<file path="src/rtl/bus_arbiter.sv">
// Two-master shared-bus arbiter with address decode and one-cycle read-data return.
// M0 is the park owner; an optional hold limit forces hand-over under contention.
module bus_arbiter #(
  parameter int unsigned HOLD_LIMIT = 0,
  parameter logic [2:0]  S0_BASE    = 3'b000,
  parameter logic [2:0]  S1_BASE    = 3'b001
) (
  input  logic        clk,
  input  logic        reset_n,
  input  logic        M0_req,
  input  logic        M0_wr,
  input  logic [7:0]  M0_address,
  input  logic [31:0] M0_dout,
  input  logic        M1_req,
  input  logic        M1_wr,
  input  logic [7:0]  M1_address,
  input  logic [31:0] M1_dout,
  input  logic [31:0] S0_dout,
  input  logic [31:0] S1_dout,
  output logic        M0_grant,
  output logic        M1_grant,
  output logic [7:0]  S_address,
  output logic [31:0] S_din,
  output logic        S_wr,
  output logic        S0_sel,
  output logic        S1_sel,
  output logic [31:0] M_din
);

  typedef enum logic {GRANT_M0, GRANT_M1} state_e;

  localparam logic [7:0] HoldLast = (HOLD_LIMIT == 0) ? 8'd0 : 8'(HOLD_LIMIT - 1);

  state_e      state_q, state_d;
  logic        m0Grant_q, m1Grant_q;
  logic [7:0]  holdCnt_q, holdCnt_d;
  logic [1:0]  rsel_q, rsel_d;
  logic        ownerReq, otherReq, holdExpired;

  assign ownerReq    = m1Grant_q ? M1_req : M0_req;
  assign otherReq    = m1Grant_q ? M0_req : M1_req;
  assign holdExpired = (HOLD_LIMIT != 0) && ownerReq && otherReq && (holdCnt_q == HoldLast);

  // Releasing M1 always parks on M0, even when M0 is idle.
  always_comb begin
    state_d = state_q;
    case (state_q)
      GRANT_M0: if ((!M0_req && M1_req) || holdExpired) state_d = GRANT_M1;
      GRANT_M1: if (!M1_req || holdExpired) state_d = GRANT_M0;
      default:  state_d = GRANT_M0;
    endcase

    holdCnt_d = 8'd0;
    if (state_d == state_q && otherReq && holdCnt_q != 8'hFF) begin
      holdCnt_d = holdCnt_q + 8'd1;
    end else if (state_d == state_q && otherReq) begin
      holdCnt_d = holdCnt_q;
    end
  end

  assign S_address = m1Grant_q ? M1_address : M0_address;
  assign S_din     = m1Grant_q ? M1_dout    : M0_dout;
  assign S_wr      = m1Grant_q ? M1_wr      : M0_wr;
  assign S0_sel    = ownerReq && (S_address[7:5] == S0_BASE);
  assign S1_sel    = ownerReq && (S_address[7:5] == S1_BASE);
  assign rsel_d    = {S1_sel & ~S_wr, S0_sel & ~S_wr};

  always_ff @(posedge clk) begin
    if (!reset_n) begin
      state_q   <= GRANT_M0;
      m0Grant_q <= 1'b1;
      m1Grant_q <= 1'b0;
      holdCnt_q <= 8'd0;
      rsel_q    <= 2'b00;
    end else begin
      state_q   <= state_d;
      m0Grant_q <= (state_d == GRANT_M0);
      m1Grant_q <= (state_d == GRANT_M1);
      holdCnt_q <= holdCnt_d;
      rsel_q    <= rsel_d;
    end
  end

  // Read data follows the select captured in the address cycle, not the current owner.
  always_comb begin
    M_din = 32'h0;
    case (rsel_q)
      2'b01:   M_din = S0_dout;
      2'b10:   M_din = S1_dout;
      default: M_din = 32'h0;
    endcase
  end

  assign M0_grant = m0Grant_q;
  assign M1_grant = m1Grant_q;

endmodule

</file>
<file path="config.mk">
export PLATFORM = sky130hd
export DESIGN_NAME = bus_arbiter
export DESIGN_NICKNAME = d
export VERILOG_FILES = /design/src/rtl/bus_arbiter.sv
export SDC_FILE = /design/constraint.sdc
export NUM_CORES = 1
export LEC_CHECK = 0
export BUFFER_PORTS_ARGS = -buffer_cell sky130_fd_sc_hd__buf_2
export CORE_AREA = 2 2 87 89
export CTS_BUF_LIST = sky130_fd_sc_hd__clkbuf_4
export CTS_CLUSTER_SIZE = 16
export DETAILED_ROUTE_END_ITERATION = 12
export DIE_AREA = 0 0 89 91
export GPL_ROUTABILITY_DRIVEN = 0
export SYNTH_ARGS = -nofsm -noshare
export SYNTH_HDL_FRONTEND = slang
export SYNTH_SLANG_ARGS = --single-unit
export TNS_END_PERCENT = 20
</file>
<file path="constraint.sdc">
create_clock -name clk -period 1.7 [get_ports clk]
set_input_delay 0.425 -clock clk [delete_from_list [all_inputs] [get_ports clk]]
set_output_delay 0.425 -clock clk [all_outputs]
set_load 0.02 [all_outputs]
</file>
==> results of run 1 <==
[cells in the final DEF (no fill, tap or decap)]
| cell | instances |
|---|---|
| a2111oi_2 | 2 |
| inv_4 | 1 |
| a22oi_2 | 24 |
| or4bb_4 | 1 |
| mux2i_4 | 1 |
| clkbuf_4 | 3 |
| buf_6 | 7 |
| buf_2 | 215 |
| inv_2 | 2 |
| nor2_2 | 1 |
| dfxtp_2 | 2 |
| buf_4 | 13 |
| buf_12 | 3 |
| ha_4 | 2 |
| nor2_1 | 31 |
| or4b_4 | 1 |
| dfxtp_4 | 1 |
| nand2b_1 | 1 |
| a22oi_1 | 8 |
| mux2_2 | 40 |
| a21oi_4 | 2 |
| nand3_1 | 1 |
| clkbuf_16 | 4 |
| inv_1 | 1 |
| and3_1 | 1 |
| dfxtp_1 | 1 |
[kinds of logic (layout without fill, tap and decap cells)]
| logic type | after synthesis | after routing |
|---|---|---|
| buf+inv | 18 | 249 |
| mux | 41 | 41 |
| fa+ha+maj | 2 | 2 |
| flops | 4 | 4 |
| simple gates | 37 | 37 |
| compound gates | 36 | 36 |
[per-stage QoR]
step / power, mW / setup TNS (ns)
3_5_place_dp: 0.6196 / -0.4775
2_1_floorplan: 0.3450 / -0.3772
6_report: 0.7681 / -6.744
3_3_place_gp: 0.6144 / -0.4070
5_1_grt: 0.8159 / -10.60
4_1_cts: 0.7519 / -6.532
[area by class of cell]
cell class	count	share of cell area (%)
inverters	4	0.6306
clock buffers	3	0.8108
flip-flops and latches	4	3.108
well taps	99	4.459
repair buffers	242	50.86
multi-input cells	116	40.14
[power by group]
group          switching, mW  internal [mW]
Sequential           0.00268         0.0967
Clock                 0.0371         0.0788
Combinational          0.270          0.282
Total                  0.310          0.458
[how the worst max path moves through the flow]
stage	start	endpoint	slack, ns	cells after the start
2_1_floorplan	state_q$_SDFF_PN0_	S_address[6]	-0.01	3
3_3_place_gp	M1_address[6]	S1_sel	-0.18	4
3_5_place_dp	M1_address[6]	S1_sel	-0.19	4
4_1_cts	state_q$_SDFF_PN0_	S1_sel	-0.15	3
5_1_grt	state_q$_SDFF_PN0_	S_din[30]	-0.19	3
6_report	state_q$_SDFF_PN0_	S1_sel	-0.15	3
[registers in the layout (all words and copies together) (netlist names)]
signal	count
rsel_q	2
M0_grant	1
state_q	1
[worst max-delay path, delay by kind of cell (launching register included)]
family	cells	cell delay [ns]
AOI/OAI and AO/OA	1	0.16
buffers and inverters	1	0.13
DFF	1	0.35
and+or+nand+nor	1	0.55
[per-layer routing]
| layer | global-route usage, % | vias up | wire [µm] |
|---|---|---|---|
| met5 | 0 | - | 0 |
| met4 | 2.239 | 0 | 19 |
| met3 | 2.000 | 2 | 683 |
| met2 | 28.61 | 144 | 3843 |
| met1 | 13.33 | 919 | 2300 |
| li1 | - | 985 | - |
[repair_timing]
action                                  in CTS  in global routing
cloned                                       0                  4
endpoints found under the setup margin      74                 75
pin swaps                                    3                 10
setup buffers                                1                  1
gates resized for setup                     16                 36
==> impl_results.md, run 1 <==
* Status: finished with violations
* Failing checks: negative setup slack
* Die width at 89 µm
* Initial DRT Pass Iterations at 4
* Final WL at 6846 µm
* CTS tree: done
* Seq cells post-synth at 4
* Number of antenna violations at the first check in global routing at 0
* Pin count of the biggest net entering global routing at 33
* Startpoint type of the worst setup path: register
* Post-Route Skew at 0.001197 ns
* Fillers at 765
* Clk sink count at 4
* Reg-to-Reg End: rsel_q[0]$_SDFF_PN0_
* Finished Layout Cells at 468
* DRT iter0 DRCs at 43
* Hold Path Class: in -> reg
* Design area at 2778 µm²
* Worst-path cell chain: or4b_4, a21oi_4, buf_6
* Area fraction of the dominant cell type after synthesis at 41.57%
* Synth Flop Type: dfxtp_1
* Inst Count DP at 459
* IO buf count at 226
* Slew @ Worst Pin at 0.2569 ns
* Die height at 91 µm
* Layout area overhead at 156.4%
* DIE AREA at 8099 µm²
* Post-synthesis xor/xnor area fraction at 0%
* Core Box Area at 7137 µm²
* # H-tree levels at 1
* Post-route ant nets at 0
* Setup ws final at -0.1531 ns
* Synth Area in Adders at 2.309%
* Dominant cell type by area after synthesis: mux2_2
* Area of the multi-input gates at 1115 µm²
* N_diodes at 0
* Syn avg cell area at 7.852 µm²
* Initial Utilization at 15.18%
* Syn Inst Count at 138
* CP endpoint kind: output pin
* R2R depth at 3
* Latest clock arrival within the worst-skew pair at 0.23 ns
* Reg2Reg Launch Point: state_q$_SDFF_PN0_
* Synth cell types at 17
* Worst EP arrival at 1.43 ns
* Final Critical Period at 1.853 ns
* # Max-Cap Violations at 0
* Total I/O pin count at 227
* Pwr Density at 276.5 nW/µm²
* Final hold violations at 0
* Main combinational cell family by area after synthesis: multiplexers
* CTS Hold Bufs at 0
* Syn Nets at 290
* Worst Hold Depth at 2
* DRC at 0
* DR vias at 2050
* Top post-synthesis cells by area: mux2_2 42%, a22oi_1 22%, nor2_1 11%
* First-pass GRT wire length at 8625 µm
* Register area at 86.33 µm²
* Async set-or-reset flop fraction in the synthesized netlist at 0%
* Final nets at 523
* Critical setup path kind: reg -> out
* Crit-path max FO at 5
* Worst hold slack at 0.3933 ns
* Max clock buf depth at 2
* Max Slew Vio Count at 0
* Vias in the first global route at 1862
* Critical Path RT at 1.27 ns
* Syn Std Cell Area at 1084 µm²
* Simple-Gate Fraction of Synth Area at 15.01%
* Pre-CTS setup slack at -0.1915 ns
* R2R Setup Slk at 0.18 ns
* Reg clk slew, reported paths at 0.04 ns
* Unrepaired setup endpoints after global routing: true
* Final Cycle Share at 109.0%
* Mux share of post-synthesis cell area at 42.49%
* Final Setup Violations at 74
* Layout cells sized above 1 at 88.08%
* Compound-Gate Fraction of Synth Area at 25.87%
* Number of buffers created by CTS at 3
* Post-DP Area at 2432 µm²
* Drt wl/cell at 14.63 µm
* Slew headroom at 82.84%
* Root Driver: clkbuf_4
* Commonest cells post-synth: 40 x mux2_2, 32 x a22oi_1, 32 x nor2_1
* Hold Crit Endpoint: M0_grant$_SDFF_PN1_
* Leakage Power at 1.352 nW
* Worst path max stage delay at 0.55 ns
* Fmax at 539.6 MHz
* Post-DP HPWL at 5377 µm
* Remaining Overflow, GRT at 0
* Post-synth EDFFs at 0
* Gr usage total at 13.56%
* IR drop worst, VDD at 165.4 µV
* Num rows at 31
* Sequential share of the synthesized area at 7.390%
* Most common cell in the netlist: mux2_2
* Warnings from Yosys at 0
* Hold path start: M1_req
* Final core occ at 38.92%
* Via density at 4.380
* Critical path's slowest cell: or4b_4
No activity file was read; power rests on OpenSTA's default activity.
==> run 2, diff against run 1 <==
--- a/config.mk
+++ b/config.mk
@@ -12,6 +12,7 @@
 export DETAILED_ROUTE_END_ITERATION = 12
 export DIE_AREA = 0 0 89 91
 export GPL_ROUTABILITY_DRIVEN = 0
+export PLACE_DENSITY_LB_ADDON = 0.05
 export SYNTH_ARGS = -nofsm -noshare
 export SYNTH_HDL_FRONTEND = slang
 export SYNTH_SLANG_ARGS = --single-unit
==> run 2 against run 1 <==
Compared with the run above: the run still ends with negative setup slack left; clock-buffer cell count is the same; highest routed layer unchanged; non-clock buffer count did not move; largest power group unchanged; critical path type unchanged; setup slack got worse by 0.0030 ns; largest cell class unchanged; final cell count stayed put.
==> impl_results.md, run 2 (same netlist as run 1, synthesis figures left out) <==
* IR drop worst, VDD at 119.7 µV (was 165.4 µV)
* Pre-CTS setup slack at -0.1744 ns (was -0.1915 ns)
* Worst path max stage delay at 0.54 ns (was 0.55 ns)
* Die height at 91 µm (unchanged)
* Layout area overhead at 168.1% (was 156.4%)
* First-pass GRT wire length at 8507 µm (was 8625 µm)
* Final WL at 6219 µm (was 6846 µm)
* DR vias at 2020 (was 2050)
* CP endpoint kind: output pin (unchanged)
* Final nets at 523 (unchanged)
* Pin count of the biggest net entering global routing at 33 (unchanged)
* Final Setup Violations at 62 (was 74)
* Reg2Reg Launch Point: state_q$_SDFF_PN0_ (unchanged)
* Via density at 4.316 (was 4.380)
* # H-tree levels at 1 (unchanged)
* Largest Register: rsel_q (unchanged)
* Final Cycle Share at 109.2% (was 109.0%)
* Initial DRT Pass Iterations at 3 (was 4)
* Critical path's slowest cell: or4b_4 (unchanged)
* Post-DP HPWL at 4770 µm (was 5377 µm)
* Final Total Pwr at 0.7921 mW (was 0.7681 mW)
* Worst EP arrival at 1.43 ns (about the same)
* Post-DP Area at 2452 µm² (was 2432 µm²)
* Number of buffers created by CTS at 3 (unchanged)
* Post-route ant nets at 0 (unchanged)
* Reg clk slew, reported paths at 0.03 ns (was 0.04 ns)
* Setup TNS at -4.979 ns (was -6.744 ns)
* Remaining Overflow, GRT at 0 (unchanged)
* Most frequent cells in the layout: 207 x buf_2, 34 x mux2_2, 30 x nor2_1, 29 x a22oi_2, 15 x buf_4 (was 215 x buf_2, 40 x mux2_2, 31 x nor2_1, 24 x a22oi_2, 13 x buf_4)
* Setup ws final at -0.1561 ns (was -0.1531 ns)
* Design area at 2905 µm² (was 2778 µm²)
* Unrepaired setup endpoints after global routing: true (unchanged)
* DRT iter0 DRCs at 7 (was 43)
* Slew headroom at 83.56% (was 82.84%)
* Layout cells sized above 1 at 89.70% (was 88.08%)
* Clk sink count at 4 (unchanged)
* Hold Path Class: in -> reg (unchanged)
* Total I/O pin count at 227 (unchanged)
* Root Driver: clkbuf_4 (unchanged)
* Drt wl/cell at 13.29 µm (was 14.63 µm)
* Number of antenna violations at the first check in global routing at 0 (unchanged)
* Post-Route Skew at 0.001350 ns (was 0.001197 ns)
* Startpoint type of the worst setup path: register (unchanged)
* Pwr Density at 272.6 nW/µm² (was 276.5 nW/µm²)
* IO buf count at 226 (unchanged)
* DIE AREA at 8099 µm² (unchanged)
* Max reg flops at 2 (unchanged)
* Critical Path RT at 1.27 ns (about the same)
* Max Slew Vio Count at 0 (unchanged)
* Fmax at 538.8 MHz (was 539.6 MHz)
* Commonest non-fill, non-tap cell in the layout: buf_2 (unchanged)
* Vias in the first global route at 2022 (was 1862)
* Critical setup path kind: reg -> out (unchanged)
* Worst-path cell chain: or4b_4, a21oi_4, buf_6 (unchanged)
* Num rows at 31 (unchanged)
* Crit-path max FO at 6 (was 5)
* N_diodes at 0 (unchanged)
* Status: finished with violations (unchanged)
* DRC at 0 (unchanged)
* Max clock buf depth at 2 (unchanged)
* Crit path launch: state_q$_SDFF_PN0_ (unchanged)
* Final hold violations at 0 (unchanged)
* CTS tree: done (unchanged)
* Slew @ Worst Pin at 0.2462 ns (was 0.2569 ns)
* Core Box Area at 7137 µm² (unchanged)
* CTS Hold Bufs at 0 (unchanged)
* Leakage Power at 1.399 nW (was 1.352 nW)
* # Max-Cap Violations at 0 (unchanged)
* Gr usage total at 12.87% (was 13.56%)
* Initial Utilization at 15.18% (unchanged)
* Failing checks: negative setup slack (unchanged)
* Hold path start: reset_n (was M1_req)
* Final Critical Period at 1.856 ns (was 1.853 ns)
* Latest clock arrival within the worst-skew pair at 0.23 ns (about the same)
* Die width at 89 µm (unchanged)
==> run 2: cell types whose count changed in the layout (fill, tap and decap cells not counted), sizes merged <==
cell	previous run	this run
bufbuf	0	1
clkbuf	7	6
==> run 2: what timing repair did <==
action                     4_1_cts  5_1_grt
setup buffers                    0        1
gates resized for setup         18       66
setup endpoints to repair       73       73
pin swaps                        2        3
gates cloned                     1        3
==> run 2: worst paths after layout <==
| check | end | slack (ns) | depth (start not counted) |
|---|---|---|---|
| hold reg to reg | rsel_q[0]$_SDFF_PN0_ | 0.78 | 3 |
| setup reg to reg | rsel_q[1]$_SDFF_PN0_ | 0.19 | 3 |
| hold / removal | M0_grant$_SDFF_PN1_ | 0.41 | 2 |
| setup / recovery | S1_sel | -0.16 | 3 |
==> run 2: layer usage <==
layer	vias to the layer above	global-route usage, %	part of all wire, %
met2	121	26.00	56
met5	-	0	0
met3	12	2.364	9.1
met4	0	5.100	2.2
li1	985	-	-
met1	902	12.07	33
==> run 2: area by class of cell <==
type	count	area, µm²
fillers	759	4232
repair buffers	242	1480
multi-input cells	116	1165
well taps	99	123.9
flip-flops and latches	4	91.34
clock buffers	3	22.52
inverters	4	22.52
==> run 2: where the power goes <==
part	total (mW)	switching, mW	internal [mW]
logic	0.581	0.264	0.317
registers	0.0977	0.00377	0.0939
clock network	0.113	0.0344	0.0786
total	0.792	0.302	0.490
==> run 2: through the flow <==
| stage | cells | hold WS (ns) | utilization (%) |
|---|---|---|---|
| after floorplan | 138 | 0.4968 | - |
| after global placement | 460 | 0.6487 | 34.36 |
| after detailed placement | 460 | 0.6470 | 34.36 |
| after CTS | 464 | 0.4015 | 35.92 |
| after global routing | 468 | 0.4103 | 40.71 |
| final | 468 | 0.4078 | 40.71 |
==> run 2: critical path, delay by kind of cell (launching register included) <==
| family | cells | cell delay [ns] |
|---|---|---|
| AO/OA/AOI/OAI | 1 | 0.17 |
| buffers and inverters | 1 | 0.13 |
| flip-flops | 1 | 0.36 |
| AND/OR/NAND/NOR | 1 | 0.54 |
==> run 3, diff against run 2 <==
--- a/config.mk
+++ b/config.mk
@@ -5,6 +5,7 @@
 export SDC_FILE = /design/constraint.sdc
 export NUM_CORES = 1
 export LEC_CHECK = 0
+export ABC_AREA = 1
 export BUFFER_PORTS_ARGS = -buffer_cell sky130_fd_sc_hd__buf_2
 export CORE_AREA = 2 2 87 89
 export CTS_BUF_LIST = sky130_fd_sc_hd__clkbuf_4
@@ -12,6 +13,7 @@
 export DETAILED_ROUTE_END_ITERATION = 12
 export DIE_AREA = 0 0 89 91
 export GPL_ROUTABILITY_DRIVEN = 0
+export GPL_TIMING_DRIVEN = 0
 export PLACE_DENSITY_LB_ADDON = 0.05
 export SYNTH_ARGS = -nofsm -noshare
 export SYNTH_HDL_FRONTEND = slang
==> run 3 against run 2 <==
Compared with the run above: the flow still finishes with violations (negative setup slack); sequential power barely moved; largest power group unchanged; highest routed layer unchanged; critical path type unchanged; first-iteration DRC count rose to 11 times the previous value; area after synthesis rose by 16%; core utilization rose by 3.1 points; clock power barely moved; clock skew fell by 0.00098 ns; hold slack improved by 0.031 ns; largest cell class unchanged; cell area rose by 7.7%; sequential share of layout area fell by 0.46 points; register-to-register slack improved by 0.52 ns; routed wire length rose by 12%; combinational power rose by 11%.
==> impl_results.md, run 3 <==
* Status: finished with violations (unchanged)
* Failing checks: negative setup slack (unchanged)
* Commonest cells post-synth: 191 x nand2_1, 32 x a21oi_1, 10 x inv_1 (was 40 x mux2_2, 32 x a22oi_1, 32 x nor2_1)
* Vias in the first global route at 2216 (was 2022)
* Worst path max stage delay at 0.33 ns (was 0.54 ns)
* Number of antenna violations at the first check in global routing at 0 (unchanged)
* Most frequent cells in the layout: 184 x nand2_1, 161 x buf_2, 43 x buf_4, 33 x buf_6, 21 x a21oi_2 (was 207 x buf_2, 34 x mux2_2, 30 x nor2_1, 29 x a22oi_2, 15 x buf_4)
* Seq cells post-synth at 4 (unchanged)
* Sequential share of the synthesized area at 6.375% (was 7.390%)
* Gr usage total at 15.01% (was 12.87%)
* Number of buffers created by CTS at 3 (unchanged)
* Hold Path Class: in -> reg (unchanged)
* CTS tree: done (unchanged)
* Startpoint type of the worst setup path: register (unchanged)
* Post-route ant nets at 0 (unchanged)
* Warnings from Yosys at 0 (unchanged)
* Slew @ Worst Pin at 0.1339 ns (was 0.2462 ns)
* Post-synth EDFFs at 0 (unchanged)
* Critical path's slowest cell: dfxtp_2 (was or4b_4)
* Commonest non-fill, non-tap cell in the layout: nand2_1 (was buf_2)
* Final Setup Violations at 45 (was 62)
* Layout cells sized above 1 at 58.93% (was 89.70%)
* Max reg flops at 2 (unchanged)
* Syn avg cell area at 4.670 µm² (was 7.852 µm²)
* Total I/O pin count at 227 (unchanged)
* Synth cell types at 16 (was 17)
* Die width at 89 µm (unchanged)
* Crit-path max FO at 7 (was 6)
* CP endpoint kind: output pin (unchanged)
* Final Cycle Share at 104.2% (was 109.2%)
* Die height at 91 µm (unchanged)
* Max Slew Vio Count at 0 (unchanged)
* Cell family with the largest share of critical-path delay: buffers and inverters (was simple AND/OR/NAND/NOR gates)
* Initial DRT Pass Iterations at 4 (was 3)
* Syn Inst Count at 269 (was 138)
* Layout area overhead at 149.1% (was 168.1%)
* Final WL at 6990 µm (was 6219 µm)
* Largest Register: rsel_q (unchanged)
* Syn Std Cell Area at 1256 µm² (was 1084 µm²)
* Latest clock arrival within the worst-skew pair at 0.23 ns (about the same)
* First-pass GRT wire length at 9942 µm (was 8507 µm)
* DRC at 0 (unchanged)
* Area fraction of the dominant cell type after synthesis at 57.07% (was 41.57%)
* IO buf count at 226 (unchanged)
* Async set-or-reset flop fraction in the synthesized netlist at 0% (unchanged)
* Critical Path RT at 1.27 ns (about the same)
* Pre-CTS setup slack at -0.1019 ns (was -0.1744 ns)
* Max clock buf depth at 2 (unchanged)
* N_diodes at 0 (unchanged)
* DIE AREA at 8099 µm² (unchanged)
* Worst-path cell chain: inv_2, ha_4, buf_6, nand2_1, a21oi_2, buf_4 (was or4b_4, a21oi_4, buf_6)
* Leakage Power at 1.725 nW (was 1.399 nW)
* Num rows at 31 (unchanged)
* Pwr Density at 274.2 nW/µm² (was 272.6 nW/µm²)
* Remaining Overflow, GRT at 0 (unchanged)
* # Max-Cap Violations at 0 (unchanged)
* DR vias at 2486 (was 2020)
* CTS Hold Bufs at 0 (unchanged)
* Root Driver: clkbuf_4 (unchanged)
* Setup ws final at -0.07075 ns (was -0.1561 ns)
* Most common cell in the netlist: nand2_1 (was mux2_2)
* Via density at 4.123 (was 4.316)
* Initial Utilization at 17.60% (was 15.18%)
* # H-tree levels at 1 (unchanged)
* Dominant cell type by area after synthesis: nand2_1 (was mux2_2)
* Clk sink count at 4 (unchanged)
* Pin count of the biggest net entering global routing at 11 (was 33)
* Post-Route Skew at 0.0003686 ns (was 0.001350 ns)
* Final nets at 658 (was 523)
* Buf/Inv on CP at 3 (was 1)
* Final Critical Period at 1.771 ns (was 1.856 ns)
* Final hold violations at 0 (unchanged)
* Fmax at 564.7 MHz (was 538.8 MHz)
* Synth Flop Type: dfxtp_1 (unchanged)
* Unrepaired setup endpoints after global routing: true (unchanged)
* IR drop worst, VDD at 253.9 µV (was 119.7 µV)
* Slew headroom at 91.07% (was 83.56%)
* Worst EP arrival at 1.35 ns (was 1.43 ns)
* Fillers at 810 (was 759)
* Critical setup path kind: reg -> out (unchanged)
* Drt wl/cell at 11.59 µm (was 13.29 µm)
* Core Box Area at 7137 µm² (unchanged)
* DRT iter0 DRCs at 74 (was 7)
* Post-DP HPWL at 5581 µm (was 4770 µm)
* Top post-synthesis cells by area: nand2_1 57%, a21oi_1 13%, dfxtp_1 6.4% (was mux2_2 42%, a22oi_1 22%, nor2_1 11%)
* Syn Nets at 421 (was 290)
* Reg clk slew, reported paths at 0.03 ns (about the same)
* Final Total Pwr at 0.8582 mW (was 0.7921 mW)
==> run 3: cell types whose count changed in the layout (fill, tap and decap cells not counted), moves of 10 or more <==
cell     previous run  this run
mux2_2             34         0
buf_4              15        43
a21oi_1             0        10
nand2_1             0       184
nand2_2             0        11
nor2_1             30         2
buf_2             207       161
a22oi_2            29         0
buf_6              11        33
a21oi_2             0        21
==> run 3: cell type report <==
class	instances	area [µm²]	area share, %
clock buffer	3	22.52	0.7197
buffer	18	266.5	8.517
tap	99	123.9	3.958
timing repair buffer	232	1471	47.02
sequential	4	83.83	2.679
multi-input combinational	236	1112	35.55
inverter	11	48.80	1.559
==> run 3: metal layers <==
metal	global-route usage, %	share of wire [%]
met1	15.32	36
met2	28.36	50
met3	3.455	10
met4	6.095	3.6
met5	0	0
==> run 3: cells by family (layout without fill, tap and decap cells) <==
family,Yosys count,in the layout,synth area share (%)
and+or+nand+nor,202,202,63.25
AOI/OAI and AO/OA,32,32,12.75
adders and majority gates,2,2,1.992
DFF,4,4,6.375
buffers and inverters,29,264,15.64
==> run 3: worst paths after layout <==
path,startpoint,endpoint,slack (ns),depth (start not counted)
max,rsel_q[1]$_SDFF_PN0_,M_din[1],-0.07,6
min,reset_n,M0_grant$_SDFF_PN1_,0.44,2
max reg2reg,state_q$_SDFF_PN0_,rsel_q[0]$_SDFF_PN0_,0.71,6
min reg2reg,state_q$_SDFF_PN0_,M0_grant$_SDFF_PN1_,0.73,4
==> run 3: per-stage QoR <==
step / utilization, % / hold WS (ns) / TNS [ns] / area [µm²] / instances
after floorplan: - / 0.5302 / 0 / 1256 / 269
after global placement: 35.19 / 0.6775 / -2.613 / 2511 / 594
after detailed placement: 35.19 / 0.6801 / -2.479 / 2511 / 594
after CTS: 40.53 / 0.4357 / -2.176 / 2893 / 599
after global routing: 43.85 / 0.4372 / -5.665 / 3129 / 603
final: 43.85 / 0.4385 / -1.094 / 3129 / 603
==> run 3: what timing repair did <==
item,in CTS,in global routing
setup endpoints to repair,64,63
pin swaps,11,4
cloned,2,3
buffers inserted,0,1
gates resized for setup,112,52
==> run 3: report_power, final <==
group | total [mW] | switching, mW | internal [mW]
Clock | 0.111 | 0.0323 | 0.0785
Combinational | 0.647 | 0.317 | 0.330
Sequential | 0.100 | 0.00211 | 0.0979
